<file path="config.mk">
export PLATFORM = sky130hd
export DESIGN_NAME = alu_exec_unit
export DESIGN_NICKNAME = d
export VERILOG_FILES = /design/src/rtl/alu_exec_unit.sv
export SDC_FILE = /design/constraint.sdc
export NUM_CORES = 1
export LEC_CHECK = 0
export CAP_MARGIN = 20
export CORE_MARGIN = 2
export CORE_UTILIZATION = 27
export CTS_BUF_LIST = sky130_fd_sc_hd__clkbuf_2
export CTS_CLUSTER_DIAMETER = 50
export DETAILED_ROUTE_END_ITERATION = 12
export GPL_TIMING_DRIVEN = 0
export PLACE_DENSITY = 0.48
export SLEW_MARGIN = 20
export SYNTH_ARGS = -nofsm -noshare
export SYNTH_HDL_FRONTEND = slang
export SYNTH_SLANG_ARGS = --single-unit
</file>
<file path="constraint.sdc">
create_clock -name clk -period 2.18 [get_ports clk]
set_input_delay 0.218 -clock clk [delete_from_list [all_inputs] [get_ports clk]]
set_output_delay 0.218 -clock clk [all_outputs]
set_load 0.005 [all_outputs]
</file>
<file path="src/rtl/alu_exec_unit.sv">
// Execution unit: single-cycle arithmetic/logic ops and bit-serial shifts/rotates,
// with valid/ready handshakes toward decode and toward writeback.
module alu_exec_unit #(
  parameter int WIDTH = 16,
  parameter int SHW   = 4
) (
  input  logic             clk,
  input  logic             rst,
  input  logic             in_valid,
  output logic             in_ready,
  input  logic [3:0]       in_op,
  input  logic [WIDTH-1:0] in_a,
  input  logic [WIDTH-1:0] in_b,
  input  logic [SHW-1:0]   in_shamt,
  output logic             out_valid,
  input  logic             out_ready,
  output logic [WIDTH-1:0] out_result,
  output logic             out_wen,
  output logic [3:0]       out_flags,
  output logic             out_illegal
);

  localparam logic [3:0] OP_ADD = 4'b0000;
  localparam logic [3:0] OP_SUB = 4'b0001;
  localparam logic [3:0] OP_AND = 4'b0010;
  localparam logic [3:0] OP_OR  = 4'b0011;
  localparam logic [3:0] OP_XOR = 4'b0100;
  localparam logic [3:0] OP_CMP = 4'b0101;
  localparam logic [3:0] OP_MOV = 4'b0110;

  typedef enum logic [1:0] {IDLE, SHIFT, DONE} state_t;

  state_t            state_q, state_d;
  logic [WIDTH-1:0]  work_p1, work_d;
  logic [SHW-1:0]    cnt_p1, cnt_d;
  logic [1:0]        kind_p1, kind_d;
  logic [WIDTH-1:0]  res_q, res_d;
  logic [3:0]        flags_q, flags_d;
  logic              wen_q, wen_d;
  logic              ill_q, ill_d;
  logic [WIDTH:0]    sum, diff;
  logic [WIDTH-1:0]  shift_nxt;
  logic              shift_out;

  function automatic logic [3:0] mk_flags(input logic [WIDTH-1:0] r, input logic c,
                                          input logic v);
    return {r[WIDTH-1], (r == '0), c, v};
  endfunction

  function automatic logic add_ovf(input logic signed [WIDTH-1:0] a,
                                   input logic signed [WIDTH-1:0] b,
                                   input logic signed [WIDTH-1:0] r);
    return (a[WIDTH-1] == b[WIDTH-1]) && (r[WIDTH-1] != a[WIDTH-1]);
  endfunction

  function automatic logic sub_ovf(input logic signed [WIDTH-1:0] a,
                                   input logic signed [WIDTH-1:0] b,
                                   input logic signed [WIDTH-1:0] r);
    return (a[WIDTH-1] != b[WIDTH-1]) && (r[WIDTH-1] != a[WIDTH-1]);
  endfunction

  assign sum  = {1'b0, in_a} + {1'b0, in_b};
  assign diff = {1'b0, in_a} - {1'b0, in_b};

  // One-bit step of the working register; kind is op[1:0] of the shift group.
  always_comb begin
    shift_nxt = work_p1;
    shift_out = 1'b0;
    case (kind_p1)
      2'b00: begin shift_nxt = {work_p1[WIDTH-2:0], 1'b0};           shift_out = work_p1[WIDTH-1]; end
      2'b01: begin shift_nxt = {work_p1[WIDTH-2:0], work_p1[WIDTH-1]}; shift_out = work_p1[WIDTH-1]; end
      2'b10: begin shift_nxt = {1'b0, work_p1[WIDTH-1:1]};           shift_out = work_p1[0]; end
      default: begin shift_nxt = {work_p1[WIDTH-1], work_p1[WIDTH-1:1]}; shift_out = work_p1[0]; end
    endcase
  end

  always_comb begin
    state_d = state_q;
    work_d  = work_p1;
    cnt_d   = cnt_p1;
    kind_d  = kind_p1;
    res_d   = res_q;
    flags_d = flags_q;
    wen_d   = wen_q;
    ill_d   = ill_q;
    case (state_q)
      IDLE: begin
        if (in_valid) begin
          state_d = DONE;
          wen_d   = 1'b1;
          ill_d   = 1'b0;
          case (in_op)
            OP_ADD: begin
              res_d   = sum[WIDTH-1:0];
              flags_d = mk_flags(sum[WIDTH-1:0], sum[WIDTH], add_ovf(in_a, in_b, sum[WIDTH-1:0]));
            end
            OP_SUB, OP_CMP: begin
              res_d   = diff[WIDTH-1:0];
              flags_d = mk_flags(diff[WIDTH-1:0], diff[WIDTH], sub_ovf(in_a, in_b, diff[WIDTH-1:0]));
              wen_d   = (in_op != OP_CMP);
            end
            OP_AND: begin res_d = in_a & in_b; flags_d = mk_flags(in_a & in_b, 1'b0, 1'b0); end
            OP_OR:  begin res_d = in_a | in_b; flags_d = mk_flags(in_a | in_b, 1'b0, 1'b0); end
            OP_XOR: begin res_d = in_a ^ in_b; flags_d = mk_flags(in_a ^ in_b, 1'b0, 1'b0); end
            OP_MOV: begin res_d = in_b;        flags_d = mk_flags(in_b, 1'b0, 1'b0); end
            4'b1000, 4'b1001, 4'b1010, 4'b1011: begin
              if (in_shamt == '0) begin
                res_d   = in_a;
                flags_d = mk_flags(in_a, 1'b0, 1'b0);
              end else begin
                work_d  = in_a;
                cnt_d   = in_shamt;
                kind_d  = in_op[1:0];
                state_d = SHIFT;
              end
            end
            default: begin
              res_d   = '0;
              flags_d = '0;
              wen_d   = 1'b0;
              ill_d   = 1'b1;
            end
          endcase
        end
      end
      SHIFT: begin
        work_d = shift_nxt;
        cnt_d  = cnt_p1 - SHW'(1);
        if (cnt_p1 == SHW'(1)) begin
          res_d   = shift_nxt;
          flags_d = mk_flags(shift_nxt, shift_out, 1'b0);
          state_d = DONE;
        end
      end
      default: begin
        if (out_ready) state_d = IDLE;
      end
    endcase
  end

  // Control and delivered-result registers
  always_ff @(posedge clk or posedge rst) begin
    if (rst) begin
      state_q <= IDLE;
      cnt_p1  <= '0;
      kind_p1 <= '0;
      res_q   <= '0;
      flags_q <= '0;
      wen_q   <= 1'b0;
      ill_q   <= 1'b0;
    end else begin
      state_q <= state_d;
      cnt_p1  <= cnt_d;
      kind_p1 <= kind_d;
      res_q   <= res_d;
      flags_q <= flags_d;
      wen_q   <= wen_d;
      ill_q   <= ill_d;
    end
  end

  // Working shift register: always reloaded before use, so no reset
  always_ff @(posedge clk) begin
    work_p1 <= work_d;
  end

  assign in_ready    = (state_q == IDLE);
  assign out_valid   = (state_q == DONE);
  assign out_result  = res_q;
  assign out_flags   = flags_q;
  assign out_wen     = wen_q;
  assign out_illegal = ill_q;

endmodule

</file>
==> flow_summary.json <==
{
  "routedLengthMet1_um": 10100,
  "power.sequential.fraction_pct": 27.8,
  "drt.antenna.violating_nets": 0,
  "highest_layer": "met4",
  "number_of_synthesized_flops_with_an_enable_pin": 16,
  "cpMaxStageDelayCell": "sky130_fd_sc_hd__clkdlybuf4s50_1",
  "vdd_ir_drop_max_v": 0.000263,
  "drive_above_1_share_pct": 28.0,
  "grt_pass1_vias": 5748,
  "family_with_the_most_delay_on_the_worst_path": "simple AND/OR/NAND/NOR gates",
  "drc_errors": 0,
  "rows": 50,
  "synth_cell_type_count": 69,
  "worstMarginPinSlew_ns": 0.642,
  "crit_type": "input pin to flip-flop",
  "total_of_flip_flops_plus_latches_after_synthesis": 45,
  "final-setup-viol-count": 5,
  "clk_latency_worst_skew_pair_ns": 0.44,
  "clock_skew_ns": 0.0311,
  "routed_wirelength_um": 23500,
  "violations": "setup timing",
  "synthCells": 671,
  "final_max_slew_viol_count": 0,
  "slew_headroom_pct": 57.1,
  "drt_pre_antenna_iters": 5,
  "power_switching_share_pct": 44.2,
  "yosysSeqAreaShare_pct": 23.1,
  "vias": 5910,
  "clock_tree_buffer_depth": 2,
  "worstPathCellList": "clkdlybuf4s50_1 > nor2_1 > and2_1 > nand4b_1 > nor4_2 > nand4_1 > a211o_1 > nor4_4 > a41oi_2 > a221oi_2",
  "asyncSetResetFlopFracSynth_pct": 64.4,
  "postSynthAreaPerCell_um2": 7.79,
  "wl_met3_um": 1630,
  "routedWlPerCell_um": 22.9,
  "cts_root_buffer": "sky130_fd_sc_hd__clkbuf_2",
  "num_io_pins": 68,
  "syn_nets": 768,
  "grt_pass1_wl_um": 34800,
  "minimum_clock_period_after_layout_ns": 2.70,
  "die_y_um": 143,
  "synth_warnings": 0,
  "p_leak_nw": 2.86,
  "routability_cong": 0.947,
  "hold_slack_ns": 0.0645,
  "synth_largest_area_cell": "sky130_fd_sc_hd__dfrtp_1",
  "insertedDiodeCount": 0,
  "startpoint_type": "input pin",
  "critPathBufInv": 1,
  "p_comb_share_pct": 62.5,
  "timing.critical_path.arrival_ns": 3.08,
  "fmax_mhz": 370,
  "cts_num_sinks": 45,
  "area_added_between_synthesis_and_finish_pct": 42.1,
  "p_sw_mw": 2.22,
  "cts_max_level": 2,
  "worstPathMaxFanout": 7,
  "grt_util_all_layers_pct": 22.5,
  "clock_transition_at_path_regs_ns": 0.25,
  "io_buffers": 65,
  "fin_tns_setup_ns": -1.21,
  "die_x_um": 143,
  "clock_power_share_pct": 9.7,
  "cts-buffers-inserted": 5,
  "yosys_most_used_dff": "sky130_fd_sc_hd__dfrtp_1",
  "core_um2": 18800,
  "power_per_cell_area_nw_per_um2": 677,
  "max_cap_viols": 0,
  "die_footprint_um2": 20500,
  "run_status": "finished with violations",
  "worst_ep_required_time_ns": 2.56,
  "internal-power_mw": 2.81,
  "met2WireLength_um": 11100,
  "worst_hold_path_type": "input pin to flip-flop",
  "combined_area_of_all_synthesized_cells_um2": 5230,
  "max_stage_delay_ns": 0.58,
  "setup_slack_ns": -0.520,
  "fin_total_pwr_mw": 5.03,
  "rsz_0062_raised_after_global_routing": "true",
  "cp-end-kind": "flip-flop",
  "initial_utilization_pct": 27.8,
  "holdBufCountCts": 0,
  "yosys-top-cells-area": "sky130_fd_sc_hd__dfrtp_1 (14%), sky130_fd_sc_hd__ha_1 (12%), sky130_fd_sc_hd__edfxtp_1 (9.2%)",
  "gr-total-overflow": 0,
  "grt_max_degree": 30,
  "place.detailed.hpwl_um": 18200,
  "cts_tree": "built",
  "finalHoldViolations": 0,
  "first_iter_violations": 535,
  "final_net_count": 863,
  "antenna_violations_before_repair": 0,
  "final_min_period_over_clock_period_pct": 124,
  "synth_top_area_share_pct": 13.9,
  "drt-vias-per-instance": 5.75
}
==> power by group through the flow <==
stage	Clock (mW)	Combinational [mW]	Sequential, mW
floorplan	0	1.57	1.36
global placement	0	2.69	1.39
detailed placement	0	2.71	1.40
CTS	0.491	2.94	1.39
global route	0.511	3.39	1.44
finish	0.486	3.14	1.40
==> path summary, 6_finish.rpt <==
path,cells after the start,end,startpoint,slack (ns)
setup reg to reg,9,out_flags[2]$_DFFE_PP0P_,kind_p1[1]$_DFFE_PP0P_,-0.35
max in group asynchronous,2,state_q[0]$_DFFE_PP0P_,rst,1.57
min in group asynchronous,2,out_result[12]$_DFFE_PP0P_,rst,0.14
setup / recovery,10,out_flags[2]$_DFFE_PP0P_,in_op[1],-0.52
hold / removal,2,work_p1[2]$_DFFE_PP_,in_a[2],0.06
hold reg to reg,2,out_result[1]$_DFFE_PP0P_,out_result[1]$_DFFE_PP0P_,0.51
==> cell usage after synthesis (all sizes together), types with 4 or more instances <==
cell,n
a211oi,11
a21boi,4
a21o,11
a21oi,56
a221o,5
a221oi,20
a22oi,8
a31oi,12
buf,8
clkbuf,34
dfrtp,29
edfxtp,16
ha,51
inv,52
mux2,4
mux2i,13
nand2,48
nand2b,6
nand3,13
nand4,12
nor2,53
nor2b,8
nor3,17
nor4,19
o211ai,11
o21a,7
o21ai,48
o221ai,6
o22ai,7
o31ai,6
or3,6
or4,4
xnor2,19
xor2,6
==> layout by cell type, fill, tap and decap left out, types with 16 or more instances in the layout <==
cell | netlist | routed
sky130_fd_sc_hd__clkdlybuf4s50_1 | 0 | 34
sky130_fd_sc_hd__nor2_1 | 53 | 47
sky130_fd_sc_hd__dfrtp_1 | 29 | 28
sky130_fd_sc_hd__a221oi_1 | 18 | 16
sky130_fd_sc_hd__buf_4 | 1 | 27
sky130_fd_sc_hd__o21ai_0 | 41 | 35
sky130_fd_sc_hd__inv_1 | 51 | 30
sky130_fd_sc_hd__ha_1 | 51 | 34
sky130_fd_sc_hd__xnor2_1 | 19 | 17
sky130_fd_sc_hd__clkbuf_2 | 0 | 26
sky130_fd_sc_hd__edfxtp_1 | 16 | 16
sky130_fd_sc_hd__a21oi_1 | 56 | 44
sky130_fd_sc_hd__nand2_1 | 48 | 47
==> cells by family (layout without fill, tap and decap cells) <==
kind of cell               after synthesis  after routing  synth area share (%)
buffers and inverters                   95            191                  6.89
and+or+nand+nor                        197            197                  18.3
xor gates and xnor gates                25             25                  4.19
AOI/OAI and AO/OA                      239            239                  31.2
DFF                                     45             45                  23.1
muxes                                   17             17                  3.35
adders and majority gates               53             53                  13.0
==> flip-flops by register name (all words and copies together), names as in the netlist <==
signal / flops
out_wen: 1
out_result: 16
out_flags: 3
work_p1: 16
cnt_p1: 4
state_q: 2
kind_p1: 2
out_illegal: 1
==> timing repair <==
item,4_1_cts,5_1_grt
pin swaps,31,38
setup buffers,17,12
resized for setup,209,125
setup endpoints to repair,47,20
==> layout make-up <==
type | count | area [um2]
Fill cell | 1934 | 11400
Multi-Input combinational cell | 531 | 4410
Sequential cell | 45 | 1210
Timing Repair Buffer | 95 | 911
Tap cell | 260 | 325
Inverter | 53 | 269
Buffer | 35 | 241
Clock inverter | 2 | 35.0
Clock buffer | 6 | 30.0
==> metal layers <==
| metal | global-route usage [%] | up-vias |
|---|---|---|
| met5 | 0 | - |
| li1 | - | 2710 |
| met2 | 37.7 | 288 |
| met4 | 7.50 | 0 |
| met1 | 30.1 | 2871 |
| met3 | 2.62 | 41 |
==> per-stage QoR <==
| step | cells | cell area (um2) | setup WS, ns | utilization [%] |
|---|---|---|---|---|
| after floorplan | 671 | 5450 | -0.410 | - |
| after global placement | 996 | 6420 | -1.96 | 34.1 |
| after detailed placement | 997 | 6450 | -1.91 | 34.3 |
| after CTS | 1017 | 6990 | -0.448 | 37.1 |
| after global routing | 1027 | 7430 | -0.663 | 39.4 |
| final | 1027 | 7430 | -0.520 | 39.4 |
Note: power is estimated with default switching activity, not from simulation.
==> RTL edit: new RTL, same settings <==
Take the reset off `res_q` and load it in a clocked block of its own.
--- a/src/rtl/alu_exec_unit.sv
+++ b/src/rtl/alu_exec_unit.sv
@@ -144,7 +144,6 @@
       state_q <= IDLE;
       cnt_p1  <= '0;
       kind_p1 <= '0;
-      res_q   <= '0;
       flags_q <= '0;
       wen_q   <= 1'b0;
       ill_q   <= 1'b0;
@@ -152,11 +151,14 @@
       state_q <= state_d;
       cnt_p1  <= cnt_d;
       kind_p1 <= kind_d;
-      res_q   <= res_d;
       flags_q <= flags_d;
       wen_q   <= wen_d;
       ill_q   <= ill_d;
     end
+  end
+
+  always_ff @(posedge clk) begin
+    res_q <= res_d;
   end
 
   // Working shift register: always reloaded before use, so no reset
Behaviour: not the same (Yosys sat finds a counterexample within 4 cycles, from zero or initial values and one cycle with rst high).
==> RTL edit against the unedited design <==
  * The run still ends with negative setup slack left
  * Design area rose by 4.1%
  * Utilization down 0.99 points
  * Sequential cell count grew 1
  * Final cell count increased by 4.6%
  * Setup slack improved by 0.36 ns
  * Wire length rose by 2.4%
  * Count of clock-buffer cells in the layout did not move
  * Synthesized area up 4.8%
  * Sequential power up 14%
  * Critical path depth is 2 higher
  * First-iteration DRC count grew 4.3%
  * Total power grew 9.5%
  * Hold slack worse by 0.051 ns
  * Critical path type unchanged
==> RTL edit: results (changes against the unedited design) <==
\begin{tabular}{lr}
\hline
Metric & Value \\
\hline
\multicolumn{2}{l}{\textbf{Worst setup path}} \\
Setup crit end & out\_result[15]\$\_DFFE\_PP\_ \\
CP max-delay cell & sky130\_fd\_sc\_hd\_\_a2111oi\_4 \\
Endpoint arrival time on the critical path & 2.62 ns (-0.46 ns) \\
R2R setup slack & 0.01 ns (+0.36 ns) \\
Worst setup startpoint & in\_b[1] \\
\multicolumn{2}{l}{\textbf{Place}} \\
Pre-CTS setup slack & -1.71 ns (+0.199 ns) \\
Placed wire-length estimate after detailed placement & 18.5 mm (+1.5\%) \\
Port-buffer cells & 66 (+1.5\%) \\
Post-DP Area & 0.00666 mm² (+3.3\%) \\
RD Place Congestion & 0.929 (-2.0\%) \\
\multicolumn{2}{l}{\textbf{Yosys}} \\
Register area share after synthesis & 0.239 (+0.00865) \\
Ranking of synthesized cells by instance count & sky130\_fd\_sc\_hd\_\_nor2\_1 (59), sky130\_fd\_sc\_hd\_\_a21oi\_1 (58), sky130\_fd\_sc\_hd\_\_inv\_1 (52) \\
Library cells used by synthesis & 76 (+10\%) \\
Post-synth net total & 791 (+3.0\%) \\
Async set or reset register ratio after synthesis & 0.304 (-0.340) \\
Top cells by area, synth & sky130\_fd\_sc\_hd\_\_edfxtp\_1 (18\%), sky130\_fd\_sc\_hd\_\_ha\_1 (12\%), sky130\_fd\_sc\_hd\_\_dfrtp\_1 (6.4\%) \\
\multicolumn{2}{l}{\textbf{Global route}} \\
All-layer global routing usage & 0.218 (-0.00733) \\
Global-route wire length before repair & 35.8 mm (+3.0\%) \\
Maximum number of pins on one net before global-route repair & 26 (-13\%) \\
\multicolumn{2}{l}{\textbf{Hold path}} \\
Worst min path class & input pin to asynchronous set/reset pin \\
\multicolumn{2}{l}{\textbf{Final layout}} \\
Number of fillers in the final layout & 2078 (+7.4\%) \\
Net count reported at finish & 900 (+4.3\%) \\
Share of final-layout standard cells stronger than drive strength 1 & 0.295 (+0.0145) \\
\multicolumn{2}{l}{\textbf{Timing}} \\
Worst clock skew on the final layout & 0.0388 ns (+0.00762 ns) \\
Worst Setup Slack, final & -0.164 ns (+0.356 ns) \\
Setup Total Neg Slack & -0.628 ns (+0.585 ns) \\
Total setup violations reported at the end of the flow & 6 (+1) \\
\multicolumn{2}{l}{\textbf{Clock network}} \\
Clk pin slew, worst setup/hold paths & 0.27 ns (+0.02 ns) \\
Worst-skew pair later-pin latency & 0.51 ns (+0.07 ns) \\
\multicolumn{2}{l}{\textbf{Status}} \\
Failing checks & negative setup slack \\
Run status & complete, but fails checks \\
\multicolumn{2}{l}{\textbf{Pwr}} \\
P\_leak & 2.95 nW (+3.2\%) \\
\multicolumn{2}{l}{\textbf{Route}} \\
First DRT Iteration DRCs & 558 (+4.3\%) \\
Total via count after detailed routing & 6134 (+3.8\%) \\
\hline
\end{tabular}
[RTL edit: changes by cell type after synthesis, moves of 5 or more]
cell | unedited run | this run
sky130_fd_sc_hd__o211ai_1 | 11 | 4
sky130_fd_sc_hd__clkbuf_1 | 34 | 28
sky130_fd_sc_hd__edfxtp_1 | 16 | 32
sky130_fd_sc_hd__nor2_1 | 53 | 59
sky130_fd_sc_hd__xnor2_1 | 19 | 14
sky130_fd_sc_hd__and3_1 | 3 | 9
sky130_fd_sc_hd__dfrtp_1 | 29 | 14
sky130_fd_sc_hd__a221oi_1 | 18 | 13
sky130_fd_sc_hd__nand2_1 | 48 | 41
sky130_fd_sc_hd__o2111ai_1 | 0 | 5
sky130_fd_sc_hd__nand3_1 | 13 | 18
sky130_fd_sc_hd__a31oi_1 | 12 | 7
[RTL edit: cell families (layout without fill, tap and decap cells)]
logic type / count (synthesis) / after routing / synth area share
AO/OA/AOI/OAI: 227 / 227 / 0.277
XOR/XNOR: 20 / 20 / 0.0320
adder cells (fa/ha/maj): 53 / 53 / 0.124
buffers and inverters: 93 / 203 / 0.0674
flip-flops: 46 / 46 / 0.239
multiplexers: 18 / 18 / 0.0336
AND/OR/NAND/NOR: 237 / 237 / 0.227
[RTL edit: critical path, delay by kind of cell]
family | cells | cell delay, ns
buffers and inverters | 3 | 0.39
adder cells (fa/ha/maj) | 1 | 0.25
AO/OA/AOI/OAI | 6 | 1.60
AND/OR/NAND/NOR | 2 | 0.17
[RTL edit: layer usage]
layer  global-route usage  vias to the layer above  share of wire
met5                    0                        -              0
met4               0.0684                        0          0.028
met3               0.0475                       41          0.067
met2                0.335                      263           0.45
met1                0.305                     2996           0.45
li1                     -                     2834              -
[RTL edit: cell type report]
| class | instances | area [µm²] | area share |
|---|---|---|---|
| buffer | 32 | 213 | 0.0275 |
| clock inverter | 2 | 36.3 | 0.00469 |
| clock buffer | 6 | 30.0 | 0.00388 |
| timing repair buffer | 110 | 981 | 0.127 |
| tap | 270 | 338 | 0.0437 |
| multi-input combinational | 555 | 4610 | 0.596 |
| inverter | 53 | 214 | 0.0277 |
| sequential | 46 | 1310 | 0.170 |
[RTL edit: repair_timing]
action	4_1_cts	5_1_grt
endpoints found under the setup margin	67	13
hold endpoints to repair	0	2
setup buffers	20	20
pin swaps	42	57
gates resized for setup	248	111
cloned	0	1
hold buffers	0	2
[RTL edit: through the flow]
step | hold slack, ns | cells
after floorplan | 0.107 | 694
after global placement | 0.476 | 1030
after detailed placement | 0.483 | 1031
after CTS | 0.0120 | 1053
after global routing | 0.0607 | 1074
final | 0.0136 | 1074
[RTL edit: power breakdown]
part	switching (mW)	internal [mW]	total [mW]	leakage, nW
logic	1.94	1.45	3.39	2.44
registers	0.218	1.38	1.60	0.463
clock network	0.312	0.199	0.511	0.0435
total	2.47	3.04	5.50	2.95
